[config.mk]
export PLATFORM = sky130hd
export DESIGN_NAME = seg7_scan_driver
export DESIGN_NICKNAME = d
export VERILOG_FILES = /design/src/rtl/seg7_scan_driver.sv
export SDC_FILE = /design/constraint.sdc
export NUM_CORES = 1
export LEC_CHECK = 0
export ABC_AREA = 1
export CORE_MARGIN = 2
export CORE_UTILIZATION = 30
export DETAILED_ROUTE_END_ITERATION = 8
export GPL_TIMING_DRIVEN = 0
export SYNTH_ARGS = -nofsm -noshare
export SYNTH_HDL_FRONTEND = slang
export SYNTH_SLANG_ARGS = --single-unit
[constraint.sdc]
create_clock -name clk -period 3.3 [get_ports clk]
set_input_delay 0.495 -clock clk [delete_from_list [all_inputs] [get_ports clk]]
set_output_delay 0.495 -clock clk [all_outputs]
set_load 0.02 [all_outputs]
[src/rtl/seg7_scan_driver.sv]
// Purpose: multiplexed scan of a common-anode 7-segment display with double-buffered word updates.
// Latency: outputs are registered state only; a loaded word appears from the next frame boundary.
// Backpressure: none; load is always accepted and the last load before a boundary wins.
module seg7_scan_driver #(
  parameter int CLK_FREQ_HZ = 27000000,
  parameter int REFRESH_HZ  = 1000,
  parameter int NUM_DIGITS  = 4,
  parameter int DEAD_CYCLES = 16
) (
  input  logic                    clk,
  input  logic                    rst,
  input  logic [4*NUM_DIGITS-1:0] data,
  input  logic [NUM_DIGITS-1:0]   digit_en,
  input  logic                    load,
  output logic [3:0]              bin,
  output logic [NUM_DIGITS-1:0]   an,
  output logic [2:0]              digit_idx,
  output logic                    frame_start,
  output logic                    pending
);

  localparam int SLOT_CYCLES = CLK_FREQ_HZ / (REFRESH_HZ * NUM_DIGITS);
  localparam int CW          = (SLOT_CYCLES > 1) ? $clog2(SLOT_CYCLES) : 1;
  localparam logic [CW-1:0] CNT_LAST = CW'(SLOT_CYCLES - 1);
  localparam logic [CW-1:0] CNT_DEAD = CW'(DEAD_CYCLES);
  localparam logic [2:0]    IDX_LAST = 3'(NUM_DIGITS - 1);

  if (SLOT_CYCLES <= DEAD_CYCLES) begin : g_slot_check
    $error("seg7_scan_driver: SLOT_CYCLES must be greater than DEAD_CYCLES");
  end
  if (NUM_DIGITS < 1 || NUM_DIGITS > 8) begin : g_digits_check
    $error("seg7_scan_driver: NUM_DIGITS must be in 1..8");
  end

  logic [CW-1:0]             cnt;
  logic [2:0]                idx;
  logic [4*NUM_DIGITS-1:0]   pend_data;
  logic [NUM_DIGITS-1:0]     pend_en;
  logic                      pend_v;
  logic [4*NUM_DIGITS-1:0]   act_data;
  logic [NUM_DIGITS-1:0]     act_en;

  logic slot_end;
  logic frame_end;
  logic lit;

  assign slot_end  = (cnt == CNT_LAST);
  assign frame_end = slot_end && (idx == IDX_LAST);
  assign lit       = (cnt >= CNT_DEAD);

  always_ff @(posedge clk) begin
    if (rst) begin
      cnt         <= '0;
      idx         <= '0;
      pend_data   <= '0;
      pend_en     <= '0;
      pend_v      <= 1'b0;
      act_data    <= '0;
      act_en      <= '0;
      frame_start <= 1'b0;
    end else begin
      frame_start <= frame_end;

      if (slot_end) begin
        cnt <= '0;
        idx <= (idx == IDX_LAST) ? 3'd0 : idx + 3'd1;
      end else begin
        cnt <= cnt + 1'b1;
      end

      // A load landing on the boundary edge bypasses the pending buffer.
      if (frame_end) begin
        if (load) begin
          act_data <= data;
          act_en   <= digit_en;
          pend_v   <= 1'b0;
        end else if (pend_v) begin
          act_data <= pend_data;
          act_en   <= pend_en;
          pend_v   <= 1'b0;
        end
      end else if (load) begin
        pend_data <= data;
        pend_en   <= digit_en;
        pend_v    <= 1'b1;
      end
    end
  end

  always_comb begin
    bin = 4'd0;
    for (int i = 0; i < NUM_DIGITS; i++) begin
      if (idx == 3'(i)) bin = act_data[4*i +: 4];
    end
  end

  // Anode drops only in the ON phase of its own slot and only when enabled.
  always_comb begin
    an = '1;
    for (int j = 0; j < NUM_DIGITS; j++) begin
      if (idx == 3'(j) && lit && act_en[j]) an[j] = 1'b0;
    end
  end

  assign digit_idx = idx;
  assign pending   = pend_v;

endmodule
==> flow_summary_export.csv <==
group,metric,value,unit
yosys,yosysMostFrequentCell,"nand2_1",
yosys,yosysTopAreaCell,"dfxtp_1",
worst_setup_path,critical_path_class,"reg -> out",
yosys,netlist_area,0.003154,mm2
drt,wl,7709,um
timing,setup_violations,0,
hold_path,min_from,"pend_data[11]",
worst_setup_path,cp_max_fo,5,
yosys,synth_edf_count,0,
timing,setup_tns,0,ns
timing,final.setup_skew,0.01079,ns
timing,finalHoldViolations,0,
placement,dp_slack,0.7614,ns
floorplanning,row_count,37,
worst_setup_path,critPathTopFamily,"buffers and inverters",
cells_and_area,area_delta_synth_final,22.25,%
drt,via_count,2826,
yosys,syn_nets,479,
timing,post-route-period-util,87.81,%
power,ir_drop,0.0002369,V
clock_tree,cts_max_level,3,
worst_setup_path,cp_num_buf_inv,3,
drt,drt-pass1-iter-count,4,
clock_tree,clk_pin_slew,0.07,ns
yosys,synth_cell_type_count,29,
grt,grt_antenna_before_repair,0,
worst_setup_path,reg2reg_depth,8,
worst_setup_path,cp_data_required_time,2.80,ns
grt,grt_first_pass_wirelength,12870,um
timing,rsz0062_at_grt,"false",
worst_setup_path,crit_path_end_kind,"output port",
clock_tree,cts_root_buffer,"clkbuf_8",
drt,ant_nets,0,
power,p_per_area,397.1,mW/mm2
drt,via_per_inst,4.464,
timing,slew_viol_final,0,
cells_and_area,nFillCells,1085,
floorplanning,die_h,106.5,um
worst_setup_path,slowest_delay,0.65,ns
timing,slew_headroom,61.88,%
worst_setup_path,r2r_end,"act_data[3]",
grt,grt_util_met2,22.39,%
clock_tree,ctsHoldBuffers,0,
floorplanning,start_util,30.69,%
grt,use_met1,19.02,%
yosys,syn_inst,449,
placement,port_buffers,34,
worst_setup_path,startpoint_type,"register",
yosys,synth-main-ff-cell,"dfxtp_1",
cells_and_area,multiInputGateArea,0.001588,mm2
grt,grt_overflow,0,
clock_tree,cts.sinks,58,
worst_setup_path,crit_chain,"inv_1, ha_1, inv_1, nor2_1, nand2_1, nand3_1, o211ai_1, o21ai_0, clkdlybuf4s50_1",
worst_setup_path,arrival,2.40,ns
yosys,synth_seq_cells,58,
yosys,netlist.area_leader.share,36.81,%
worst_setup_path,cp_common_cell,"inv_1",
grt,track_usage,14.36,%
clock_tree,cts_tree,"yes",
hold_path,hp-class,"reg -> reg",
drt,first_iter_violations,131,
cells_and_area,drive_gt1_share,14.49,%
power,finalPower,1531,uW
outcome,outcome,"complete, no violations",
yosys,synth_common_cells,"nand2_1, nor2_1, inv_1",
job,drv_cap,0,
clock_tree,insertion_delay,0.34,ns
cells_and_area,nets,524,
timing,fmax,0.3451,GHz
power,leakage,0.001780,uW
worst_setup_path,crit_slowest_cell,"clkdlybuf4s50_1",
placement,hpwl,5662,um
placement,globalplace.congestion,0.8851,
hold_path,min_path_cells,2,
hold_path,holdPathEnd,"pend_data[11]",
cells_and_area,n_antenna_cell,0,
worst_setup_path,reg2reg_from,"cnt[0]",
yosys,synth_area_leaders,"dfxtp_1, nand2_1, nor2_1",
clock_tree,postCtsSetupRepairBufs,0,
clock_tree,cts_buffers,9,
grt,grt_pass1_vias,2793,
timing,setup_ws,0.4022,ns
floorplanning,core,0.01028,mm2
timing,finalCriticalPeriod,2.898,ns
cells_and_area,regArea,0.001161,mm2
drt,drc,0,
grt,grt_max_degree,11,
clock_tree,post_cts_resized,0,
floorplanning,ios,36,
clock_tree,clockBufferDepth,2,
yosys,postSynthAreaPerCell,7.025,um2
drt,wire_per_inst,12.18,um
grt,use_met3,3.066,%
worst_setup_path,regToRegSetupSlack,1.70,ns
floorplanning,die_area,0.01135,mm2
timing,worstMarginPinSlew,0.5719,ns
floorplanning,die_w,106.5,um
yosys,synth_warnings,0,
grt,top_usage_layer,"met2",
yosys,synth.yosys.seq_area_share,36.81,%
yosys,async_flop_share,0,%
==> kinds of logic (layout without fill, tap and decap cells) <==
| kind of cell | Yosys count | count (layout) | share of synthesized area (%) |
|---|---|---|---|
| mux | 20 | 20 | 7.140 |
| flops | 58 | 58 | 36.81 |
| fa+ha+maj | 7 | 7 | 2.777 |
| buf+inv | 87 | 135 | 12.85 |
| xor+xnor | 3 | 3 | 0.8332 |
| compound gates | 38 | 38 | 6.426 |
| simple gates | 236 | 236 | 33.16 |
==> cell usage in the layout (no fill, tap or decap), types with 5 or more instances in the layout <==
cell,synthesis,final
nand2_1,91,91
nor2_1,74,74
inv_1,63,63
dfxtp_1,58,58
nand3_1,42,42
clkdlybuf4s50_1,0,34
a21oi_1,27,27
mux2_2,20,20
clkbuf_8,0,11
buf_6,7,7
nor2_2,7,7
ha_1,7,7
o21ai_0,6,6
buf_2,6,6
nor3_1,6,6
o211ai_1,5,5
buf_4,5,5
==> power by group <==
group          internal [uW]  leakage [uW]  total, uW  switching (uW)
sequential               721      0.000473        733            11.9
clock                    379      0.000101        661             282
combinational           70.7       0.00121        138            66.8
total                   1170       0.00178       1530             360
==> area by class of cell <==
cell class                      count  area share [%]
Sequential cell                    58           30.11
Clock buffer                       11           3.926
Tap cell                          136           4.413
Clock inverter                      3           1.038
Multi-Input combinational cell    304           41.17
Inverter                           66           6.424
Timing Repair Buffer               34           8.825
Buffer                             21           4.088
==> registers in the layout (all words and copies together), names as in the netlist <==
signal and cells:
pending 1, act_en 4, pend_en 4, act_data 16
digit_idx 3, frame_start 1, pend_data 16, cnt 13
==> worst max path at each step <==
stage / from / to / slack [ns] / cells past startpoint
after floorplan: digit_idx[0] / bin[0] / 1.29 / 5
after global placement: digit_idx[1] / bin[0] / 0.75 / 9
after detailed placement: digit_idx[1] / bin[0] / 0.76 / 9
after CTS: digit_idx[1] / bin[0] / 0.38 / 9
after global routing: digit_idx[0] / bin[1] / 0.19 / 9
final: digit_idx[1] / bin[0] / 0.40 / 9
==> metrics by stage <==
| stage | hold slack (ns) | instance area (um2) | utilization (%) | cells |
|---|---|---|---|---|
| 2_1_floorplan | 0.4447 | 3154 | - | 449 |
| 3_3_place_gp | 0.4573 | 3665 | 35.66 | 619 |
| 3_5_place_dp | 0.4704 | 3665 | 35.66 | 619 |
| 4_1_cts | 0.4867 | 3856 | 37.52 | 633 |
| 5_1_grt | 0.5108 | 3856 | 37.52 | 633 |
| 6_report | 0.4824 | 3856 | 37.52 | 633 |
==> routing by layer <==
metal	up-vias	part of all wire, %	routed length (um)
met5	-	0	0
met3	14	4.7	359
met4	0	2.3	174
met1	1271	50	3840
met2	53	43	3333
li1	1488	-	-
==> worst register-to-register path: cells and delay by family, from the launching register on <==
family / cells / cell delay, ns
simple gates: 6 / 0.72
flops: 1 / 0.39
fa+ha+maj: 1 / 0.21
buf+inv: 1 / 0.18
No activity file was read; power rests on OpenSTA's default activity.
